### src/rtl/instr_fetch_unit.sv
// Instruction fetch unit: owns the PC, drives the memory req/ack handshake and feeds the IR.
// Optional bus-timeout watchdog is compiled in with `define IFU_TIMEOUT_EN.
module instr_fetch_unit #(
    parameter int unsigned           ADDR_W   = 32,
    parameter int unsigned           DATA_W   = 32,
    parameter logic [ADDR_W-1:0]     RESET_PC = '0,
    parameter int unsigned           PC_INC   = 4
`ifdef IFU_TIMEOUT_EN
    ,
    parameter int unsigned           TIMEOUT  = 16
`endif
) (
    input  logic              Clk,
    input  logic              Rst_n,
    input  logic              Fetch_En,
    input  logic              Stall,
    input  logic              Branch_Tkn,
    input  logic [ADDR_W-1:0] Branch_Addr,
    output logic              Mem_Req,
    output logic [ADDR_W-1:0] Mem_Addr,
    input  logic              Mem_Ack,
    input  logic [DATA_W-1:0] Mem_Data,
    output logic [DATA_W-1:0] Out_Inst,
    output logic [ADDR_W-1:0] Inst_PC,
    output logic              IR_Ld,
    output logic [ADDR_W-1:0] PC_Out,
    output logic              Fetch_Err
);

    typedef enum logic [1:0] {
        IDLE = 2'd0,
        REQ  = 2'd1,
        HOLD = 2'd2
    } state_e;

    state_e            state_q;
    logic [ADDR_W-1:0] pc_q;
    logic [ADDR_W-1:0] mem_addr_q;
    logic [DATA_W-1:0] out_inst_q;
    logic [ADDR_W-1:0] inst_pc_q;
    logic              discard_q;
    logic              err_lock;
    logic              timeout_hit;
    logic [ADDR_W-1:0] pc_seq_d;

    assign pc_seq_d = pc_q + ADDR_W'(PC_INC);

`ifdef IFU_TIMEOUT_EN
    localparam int unsigned TMO_W = $clog2(TIMEOUT + 1);

    logic [TMO_W-1:0] tmo_cnt_q;
    logic             fetch_err_q;

    // Counts consecutive ack-less REQ cycles; any other cycle (including REQ entry) clears it.
    always_ff @(posedge Clk or negedge Rst_n) begin
        if (!Rst_n) begin
            tmo_cnt_q <= '0;
        end else if (state_q == REQ && !Mem_Ack) begin
            tmo_cnt_q <= tmo_cnt_q + TMO_W'(1);
        end else begin
            tmo_cnt_q <= '0;
        end
    end

    assign timeout_hit = (state_q == REQ) && !Mem_Ack && (tmo_cnt_q == TMO_W'(TIMEOUT - 1));

    always_ff @(posedge Clk or negedge Rst_n) begin
        if (!Rst_n) begin
            fetch_err_q <= 1'b0;
        end else if (timeout_hit) begin
            fetch_err_q <= 1'b1;
        end
    end

    assign err_lock = fetch_err_q;
`else
    assign timeout_hit = 1'b0;
    assign err_lock    = 1'b0;
`endif

    // A branch in HOLD kills the held instruction even when the IR is ready.
    assign IR_Ld     = (state_q == HOLD) && !Stall && !Branch_Tkn;
    assign Mem_Req   = (state_q == REQ);
    assign Mem_Addr  = mem_addr_q;
    assign Out_Inst  = out_inst_q;
    assign Inst_PC   = inst_pc_q;
    assign PC_Out    = pc_q;
    assign Fetch_Err = err_lock;

    // NOTE: all state is updated with non-blocking assignments so every branch of the
    // case reads the pre-edge values; a later assignment in the same block overrides an earlier one.
    always_ff @(posedge Clk or negedge Rst_n) begin
        if (!Rst_n) begin
            state_q    <= IDLE;
            pc_q       <= RESET_PC;
            mem_addr_q <= RESET_PC;
            out_inst_q <= '0;
            inst_pc_q  <= '0;
            discard_q  <= 1'b0;
        end else begin
            if (Branch_Tkn) begin
                pc_q <= Branch_Addr;
            end

            unique case (state_q)
                IDLE: begin
                    if (Fetch_En && !err_lock) begin
                        state_q    <= REQ;
                        mem_addr_q <= Branch_Tkn ? Branch_Addr : pc_q;
                    end
                end

                REQ: begin
                    if (Mem_Ack) begin
                        if (Branch_Tkn || discard_q) begin
                            discard_q  <= 1'b0;
                            mem_addr_q <= Branch_Tkn ? Branch_Addr : pc_q;
                        end else begin
                            out_inst_q <= Mem_Data;
                            inst_pc_q  <= mem_addr_q;
                            pc_q       <= pc_seq_d;
                            state_q    <= HOLD;
                        end
                    end else begin
                        if (Branch_Tkn) begin
                            discard_q <= 1'b1;
                        end
                        if (timeout_hit) begin
                            discard_q <= 1'b0;
                            state_q   <= IDLE;
                        end
                    end
                end

                HOLD: begin
                    if (Branch_Tkn) begin
                        state_q    <= Fetch_En ? REQ : IDLE;
                        mem_addr_q <= Branch_Addr;
                    end else if (!Stall) begin
                        state_q    <= Fetch_En ? REQ : IDLE;
                        mem_addr_q <= pc_q;
                    end
                end

                default: begin
                    state_q <= IDLE;
                end
            endcase
        end
    end

endmodule

### config.mk
export PLATFORM = sky130hd
export DESIGN_NAME = instr_fetch_unit
export DESIGN_NICKNAME = d
export VERILOG_FILES = /design/src/rtl/instr_fetch_unit.sv
export SDC_FILE = /design/constraint.sdc
export NUM_CORES = 1
export LEC_CHECK = 0
export BUFFER_PORTS_ARGS = -buffer_cell sky130_fd_sc_hd__buf_4
export CAP_MARGIN = 30
export CORE_UTILIZATION = 54
export DETAILED_ROUTE_END_ITERATION = 10
export PLACE_DENSITY_LB_ADDON = 0.12
export SLEW_MARGIN = 20
export SYNTH_ARGS = -nofsm -noshare
export SYNTH_HDL_FRONTEND = slang
export SYNTH_SLANG_ARGS = --single-unit
export TNS_END_PERCENT = 50
### constraint.sdc
create_clock -name Clk -period 4.5 [get_ports Clk]
set_clock_uncertainty 0.05 [all_clocks]
set_input_delay 0.225 -clock Clk [delete_from_list [all_inputs] [get_ports Clk]]
set_output_delay 0.225 -clock Clk [all_outputs]
set_load 0.05 [all_outputs]
# Word level (Yosys, flattened, before mapping)

Cells that the tools add are included.

Register bits: 131
Input bits: 70
Logic and storage cells: 48

$add $sub $neg: 1
Equal/unequal tests: 8
Muxes and demuxes: 20
Bitwise logic cells: 1
Reductions and logical operators: 12

Operator list:

| operator              | number |
|---|---|
| $mux 32               | 9 |
| $pmux 32 s3           | 1 |
| $add 32x3->32 const B | 1 |
| $mux 2                | 5 |
| $ne 2x1->1 const B    | 3 |
| $pmux 2 s3            | 1 |
| $reduce_and 3->1      | 2 |
| $reduce_and 5->1      | 1 |
| $mux 1                | 4 |
| $ne 2x2->1 const B    | 2 |
| $reduce_and 4->1      | 1 |
| $ne 3x3->1 const B    | 1 |
| $reduce_bool 3->1     | 1 |
| $eq 2x1->1 const B    | 1 |
| $eq 2x2->1 const B    | 1 |
| $logic_and 1x1->1     | 2 |
| $logic_not 1->1       | 2 |
| $logic_not 2->1       | 1 |
| $reduce_bool 2->1     | 1 |
| $logic_or 1x1->1      | 1 |
| $not 1->1             | 1 |

# Depth between registers and ports, before layout

Gate-level depths: netlist of the first run.

Depth after elaboration: 4
Depth in mapped cells: 7
Mapped depth without buffers: 6

# Worst setup path after synthesis of the first run

Ideal clock, no wire load.

Path type: input-to-output
Start point: input port Branch_Tkn
End point: output port IR_Ld
Data arrival time: 2.428 ns
Slack: 1.797 ns
Stages: 4
Path buffers: 3
Cells stage by stage: buf_2 > buf_2 > buf_1 > nor4b_1

Word-level cells in the longest chain between the ends: 2

RTL lines:

| item               | RTL line | RTL |
|---|---|---|
| start: declaration | 17       | `input logic Branch_Tkn,` |
| $logic_not 1->1    | 82       | `assign IR_Ld = (state_q == HOLD) && !Stall && !Branch_Tkn;` |
| $logic_and 1x1->1  | 82       |  |
| end: declaration   | 25       | `output logic IR_Ld,` |

No other way between the ends.

# Final worst setup path of the first run

Start point: register discard_q
End point: register pc_q[10], in the netlist PC_Out[10]

Word-level cells in the longest chain between the ends: 4

RTL lines:

| item                     | RTL line | RTL |
|---|---|---|
| start: declaration       | 41       | `logic discard_q;` |
| start signal: assignment | 99       | `discard_q <= 1'b0;` |
| start signal: assignment | 116      | `discard_q <= 1'b0;` |
| start signal: assignment | 126      | `discard_q <= 1'b1;` |
| $logic_or 1x1->1         | 115      | `if (Branch_Tkn \|\| discard_q) begin` |
| $mux 32                  | 115      |  |
| $mux 32                  | 114      | `if (Mem_Ack) begin` |
| $mux 32                  | 105      | `unique case (state_q)` |
| end signal: assignment   | 102      | `pc_q <= Branch_Addr;` |
| end signal: assignment   | 121      | `pc_q <= pc_seq_d;` |
| end: declaration         | 37       | `logic [ADDR_W-1:0] pc_q;` |

No other way between the ends.
A chain may end at the register's enable or synchronous reset.

==> results.md, run 1 <==
* Outcome: finished clean
* Setup violators final at 0
* Max_cap viols at 0
* Max Freq at roughly 370 MHz
* CP Capture Type: register
* Post-synth EDFFs at 0
* Diode count at 0
* DRT Pass-1 Iters at 5
* # nets final at about 940
* Total global routing track utilization at 31.6%
* Reg-to-reg endpoint: PC_Out[10]
* Data required time of the worst path at 4.87 ns
* Core area at 0.0104 mm^2
* Crit path buffers/inverters at 0
* GR Util met2 at between 50% and 60%
* Largest family of logic cells by synthesized area: simple AND/OR/NAND/NOR gates
* CP Max Fanout at 80
* Post-synthesis mux area share at about 5.7%
* GRT overflow at 0
* Mean Syn Cell Area at ~9.4 um^2
* Most common cell after layout, fill and taps aside: buf_4
* Post-layout power at roughly 6.7 mW
* Initial drt markers at 452
* Row cnt at 37
* Ys async rst share at 100%
* Critical-path cell list: nor2_1 > nand2_4 > nor2_1 > a311oi_1 > a211oi_1
* Via Count at 5,537
* Root Buffer Master: clkbuf_8
* Die W at between 100 and 150 um
* Ratio of cells with drive above 1 in the final layout at between 20 and 30%
* DRT antenna net count at 0
* Syn Nets at just under 700
* Slowest-stage cell, CP: nand2_4
* Reg2reg start: discard_q
* Reg2reg setup slack at between 1.5 and 2 ns
* Worst Max-Slew Pin Slew at 0.917 ns
* Post-Synthesis Cell Area at 0.00584 mm^2
* Crit path from: discard_q
* Fin crit share at ~60%
* XOR/XNOR share of the synthesized area at 0%
* Grt met1 use at 38.8%
* Port Buf Inserts at around 200
* Most Used Layer, Global Route: met2
* Sequential share of the synthesized area at 56.1%
* Worst path top cell family by delay: simple AND/OR/NAND/NOR gates
* Min-delay worst type: primary input to register
* Most frequent CP cell: nor2_1
* Sink Count at approximately 130
* Initial antenna violation count at 0
* Routability Congestion at approximately 0.76
* Clk slew on worst S/H paths at 0.06 ns
* Filler cells at 633
* Synth warn at 0
* Post-CTS setup buffer count at 0
* Die Y at between 100 and 150 um
* First-pass GRT wire length at approximately 28,000 um
* Area grow syn2layout at 47.6%
* Drt wl/cell at 16.8 um
* CP startpoint kind: register
* Endpoints failing hold at 0
* Crit-path max cell delay at 0.62 ns
* CP endpoint: PC_Out[10]
* Adder-Cell Fraction of Synth Area at less than 1%
* CTS tree: yes
* Flops & latches, synth at 131
* Hpwl dp at 10,300 um
* Max-slew headroom at 38.9%
* Top Ports at about 200
* Final min period at between 2 and 3 ns
* Kind of critical path: register to register
* Number of global-route vias before repair at about 5,600
* Worst path depth at 5
* # H-tree levels at 4
* Post-synthesis simple-gate area fraction at a little under a quarter
* Commonest cells after routing, fill and taps aside: buf_4, nand2_1, dfrtp_1, dlygate4sd3_1, nor2_1
* RSZ-0062 raised after global routing: false
* M3 GR Usage at 7.66%
* P per Cell Area at between 700 and 800 mW/mm^2
* WP data arrival at roughly 3.1 ns
* Compound-Gate Fraction of Synth Area at about a tenth
* Worst Reg2Reg Path Length in Cells at 5
* Pin count of the biggest net entering global routing at 81
* Netlist cell types at 50
* Gates resized, CTS repair at 0
* Clock buffer depth at 2
* Die Area at approximately 0.011 mm^2
* Worst IR Drop VDD at 0.525 mV
* Hold Buf Count CTS at between 60 and 70
* Setup TNS at 0 ns
* LEAKAGE at 4.30 nW
* Worst-Skew Late Latency at ~0.53 ns
* Slew Limit Fails at 0
* DRC at 0
* Final Routed Wirelength at 17,200 um
* Num CTS Buffers at 17
* Predominant post-synthesis flop cell: dfrtp_1
* Post-Syn Instances at 621
* Vias per cell at around 5.4
* Initial core utilization at about 56%
-- flip-flops by register name, indices dropped and copies added, names as in the netlist --
name,cells
Inst_PC,32
Mem_Addr,32
Out_Inst,32
PC_Out,32
state_q,2
discard_q,1
-- per-layer routing --
layer / vias up / wire length, um
met5: - / 0
met1: 2698 / 6950
li1: 2601 / -
met2: 210 / 8870
met3: 28 / 1110
met4: 0 / 264
-- power breakdown --
part	total, mW	switching, mW	internal, mW
clock	1.37	0.495	0.871
sequential	2.00	0.362	1.64
combinational	3.32	2.37	0.945
total	6.69	3.23	3.46
-- cells in the mapped netlist (2+ instances only) --
cell,n,area share [%]
nand2_1,201,13
dfrtp_1,131,56
nor2_1,60,3.9
a21oi_1,41,3.5
mux2i_1,29,5.0
buf_2,20,1.7
a311oi_1,13,1.9
inv_1,13,0.84
a211oi_1,11,1.4
and3_1,11,1.2
clkbuf_1,11,0.71
nor3_1,11,0.94
nand3_1,6,0.51
o21ai_0,5,0.43
a221oi_1,4,0.60
mux2_2,4,0.77
nand2b_1,3,0.32
nand4_1,3,0.32
nor3_2,3,0.51
nor4_1,3,0.32
o22ai_1,3,0.32
a221oi_2,2,0.51
and3b_1,2,0.30
buf_1,2,0.13
buf_4,2,0.26
nand3b_1,2,0.26
o21a_1,2,0.26
-- worst reg2reg max path: cells and delay by family (launching register included) --
kind | cells | cell delay [ns]
AO/OA/AOI/OAI | 2 | 0.44
flip-flops | 1 | 0.41
AND/OR/NAND/NOR | 3 | 1.70
-- area by class of cell --
cell class                      count  area (um^2)  share of cell area (%)
Sequential cell                   131         3280                    38.0
Timing Repair Buffer              268         2180                    25.3
Clock buffer                       23          457                    5.30
Clock inverter                      9          129                    1.49
Multi-Input combinational cell    441         2360                    27.4
Inverter                           13         48.8                   0.566
Tap cell                          136          170                    1.97
-- worst min path at each step --
stage | start | end | slack [ns] | depth (start not counted)
4_1_cts | Branch_Addr[29] | PC_Out[29] | 0.01 | 3
6_report | Branch_Addr[29] | PC_Out[29] | 0.03 | 3
3_5_place_dp | Rst_n | Inst_PC[17] | 0.24 | 1
5_1_grt | Branch_Addr[29] | PC_Out[29] | 0.02 | 3
2_1_floorplan | Rst_n | Inst_PC[0] | -0.12 | 0
3_3_place_gp | Rst_n | Inst_PC[15] | 0.24 | 1
-- through the flow --
step | utilization [%] | instance area (um^2) | instances | setup WS [ns] | hold slack, ns
after floorplan | - | 5840 | 621 | 1.80 | -0.121
after CTS | 82.8 | 8620 | 1021 | 1.83 | 0.0103
after global routing | 82.8 | 8620 | 1021 | 1.58 | 0.0225
final | 82.8 | 8620 | 1021 | 1.79 | 0.0281
after global placement | 70.9 | 7390 | 924 | 1.51 | 0.235
after detailed placement | 70.9 | 7390 | 924 | 1.44 | 0.240
-- cells by family (layout without fill, tap and decap cells) --
kind of cell | count (synthesis) | in the layout
flops | 131 | 131
buf+inv | 49 | 313
simple gates | 315 | 315
fa+ha+maj | 1 | 1
other cells | 1 | 1
mux | 33 | 33
compound gates | 91 | 91
Power figures use the tool's default switching activity.
==> run 2: changes to the inputs <==
--- a/config.mk
+++ b/config.mk
@@ -7,7 +7,7 @@
 export LEC_CHECK = 0
 export BUFFER_PORTS_ARGS = -buffer_cell sky130_fd_sc_hd__buf_4
 export CAP_MARGIN = 30
-export CORE_UTILIZATION = 54
+export CORE_UTILIZATION = 45
 export DETAILED_ROUTE_END_ITERATION = 10
 export PLACE_DENSITY_LB_ADDON = 0.12
 export SLEW_MARGIN = 20
==> constraint.sdc (replaced) <==
create_clock -name Clk -period 2.2 [get_ports Clk]
set_clock_uncertainty 0.05 [all_clocks]
set_input_delay 0.11 -clock Clk [delete_from_list [all_inputs] [get_ports Clk]]
set_output_delay 0.11 -clock Clk [all_outputs]
set_load 0.05 [all_outputs]
==> run 2 against run 1 <==
  * Clock-buffer cell count fell by 5
  * Sequential power rose by 100%
  * Final area increased by 2.8%
  * Critical endpoint is now PC_Out[29]
  * Highest routed layer unchanged
==> results.md, run 2 (synthesis results as in run 1) <==
* Outcome: finished clean
* Combinational share of power at 49.2% (-0.4 points)
* Clock buffer depth at 2 (unchanged)
* Data required time of the worst path at 2.46 ns (-2.41 ns)
* Register share of total power at 29.3% (-0.6 points)
* Endpoints failing hold at 0 (unchanged)
* Number of global-route vias before repair at 5,357 (-5.0%)
* DRT Pass-1 Iters at 6 (+1)
* Ratio of cells with drive above 1 in the final layout at 29.9% (+1.5 points)
* Fin crit share at 93.3% (+33 points)
* Reg2reg start: PC_Out[9]
* CP startpoint kind: register
* WP data arrival at 2.31 ns (-0.77 ns)
* Kind of critical path: register to register
* Slowest-stage cell, CP: dfrtp_1
* Hold endpoint: state_q[0]
* Initial core utilization at 46.3% (-9.8 points)
* Die Area at 0.0134 mm^2 (+20%)
* Max-slew headroom at 63.8% (+25 points)
* Worst IR Drop VDD at 1.03 mV (+97%)
* Final worst slack at 0.147 ns (-1.65 ns)
* Hold path cells at 3 (unchanged)
* GRT overflow at 0 (unchanged)
* Diode count at 0 (unchanged)
* Commonest cells after routing, fill and taps aside: buf_4, nand2_1, dfrtp_1, dlygate4sd3_1, nor2_1
* Area grow syn2layout at 51.8%
* Hold Startpoint: Mem_Ack
* Die Y at 116 um (+9.4%)
* Slew Limit Fails at 0 (unchanged)
* Setup violators final at 0 (unchanged)
* Initial antenna violation count at 0 (unchanged)
* Most common cell after layout, fill and taps aside: buf_4
* Num CTS Buffers at 17 (unchanged)
* Final min period at 2.05 ns (-0.655 ns)
* Post-placement setup slack at 0.187 ns (-1.25 ns)
* CP Capture Type: register
* Sink Count at 131 (unchanged)
* Min Hold Slack at 0.0509 ns (+0.0228 ns)
* Row cnt at 41 (+11%)
* Worst-Skew Late Latency at 0.42 ns (-0.11 ns)
* Port Buf Inserts at 199 (unchanged)
* Root Buffer Master: clkbuf_16
* Reg2reg setup slack at 0.15 ns (-1.65 ns)
* Core area at 0.0126 mm^2 (+21%)
* CTS tree: yes
* Total global routing track utilization at 25.9% (-5.7 points)
* LEAKAGE at 4.41 nW (+2.5%)
* CP Max Fanout at 11 (-86%)
* Top Ports at 201 (unchanged)
* DRT antenna net count at 0 (unchanged)
* First-pass GRT wire length at 26,600 um (-3.7%)
* Pin count of the biggest net entering global routing at 59 (-27%)
* Via Count at 5,433 (-1.9%)
* Gates resized, CTS repair at 0 (unchanged)
* Hpwl dp at 11,200 um (+8.3%)
* Max Freq at 487 MHz (+32%)
* DRC at 0 (unchanged)
* P per Cell Area at 1560 mW/mm^2 (+100%)
* Clk slew on worst S/H paths at 0.06 ns (about the same)
* Vias per cell at 5.06 (-6.6%)
* # nets final at 959 (+1.7%)
* Reg-to-reg endpoint: PC_Out[29]
* RSZ-0062 raised after global routing: true
* # H-tree levels at 4 (unchanged)
* Switching Share at 47.5% (-0.84 points)
* Drt wl/cell at 15.6 um (-7.7%)
* Crit-path max cell delay at 0.45 ns (-0.17 ns)
* Worst Max-Slew Pin Slew at 0.544 ns (-0.374 ns)
* Routability Congestion at 0.829 (+9.7%)
* Max_cap viols at 0 (unchanged)
* Power share of the clock group at 21.5% (+1.1 points)
* Critical-path cell list: and4_1 > nand4_4 > nor3_2 > nand4_1 > and3_1
* Cell Int Power at 7.27 mW (+110%)
* Min-delay worst type: primary input to register
* Die W at 116 um (+9.4%)
* Post-CTS setup buffer count at 0 (unchanged)
* Switching pwr at 6.57 mW (+100%)
* Worst Reg2Reg Path Length in Cells at 5 (unchanged)
* Initial drt markers at 242 (-46%)
* Final Routed Wirelength at 16,700 um (-3.0%)
==> run 2: cell count changes in the layout (fill, tap and decap cells not counted), moves of 2 or more <==
cell / change
clkbuf_8: -2
buf_12: +2
clkbuf_1: -4
dlygate4sd3_1: +3
clkinv_2: +2
clkinv_4: +2
buf_4: +11
==> run 2: metrics by stage <==
stage / setup TNS, ns / cells / area, um^2 / total power, mW / utilization (%)
after floorplan: 0 / 621 / 5850 / 8.57 / -
after CTS: 0 / 1073 / 8870 / 13.9 / 70.3
after global routing: -0.0560 / 1073 / 8870 / 14.6 / 70.3
final: 0 / 1073 / 8870 / 13.8 / 70.3
after global placement: 0 / 973 / 7560 / 10.7 / 59.9
after detailed placement: 0 / 973 / 7560 / 10.8 / 59.9
==> run 2: layer usage <==
metal / global-route usage (%) / wire [um]
met5: 0 / 0
met4: 7.69 / 163
met3: 7.22 / 1060
met2: 44.5 / 8500
met1: 31.7 / 6970
==> run 2: critical path, delay by kind of cell (launching register included) <==
family / cells / cell delay [ns]
simple gates: 5 / 1.44
flops: 1 / 0.45
==> run 2: worst max path at each step <==
| stage | startpoint | end | slack [ns] | depth (start not counted) |
|---|---|---|---|---|
| detailed placement | PC_Out[9] | PC_Out[29] | 0.19 | 5 |
| finish | PC_Out[9] | PC_Out[29] | 0.15 | 5 |
| global route | PC_Out[9] | PC_Out[29] | -0.03 | 5 |
| global placement | PC_Out[9] | PC_Out[29] | 0.26 | 5 |
| floorplan | PC_Out[8] | PC_Out[28] | 0.15 | 7 |
| CTS | PC_Out[9] | PC_Out[29] | 0.17 | 5 |
==> run 2: final cells by class <==
| type | count | area (um^2) |
|---|---|---|
| clock inverters | 14 | 186 |
| well taps | 172 | 215 |
| flip-flops and latches | 131 | 3280 |
| fillers | 988 | 3750 |
| repair buffers | 284 | 2330 |
| inverters | 13 | 48.8 |
| multi-input cells | 441 | 2370 |
| clock buffers | 18 | 439 |
==> run 2: timing repair <==
action | in CTS | in global routing
setup endpoints to repair | 0 | 3
endpoints found under the hold margin | 144 | 0
hold buffers | 68 | 0
==> run 2: power by group through the flow <==
stage	Sequential [mW]	Clock, mW	Combinational (mW)
after CTS	4.05	3.03	6.83
after global routing	4.18	3.14	7.23
final	4.05	2.98	6.81
after floorplan	7.16	0	1.42
after detailed placement	4.06	0	6.73
after global placement	4.02	0	6.65
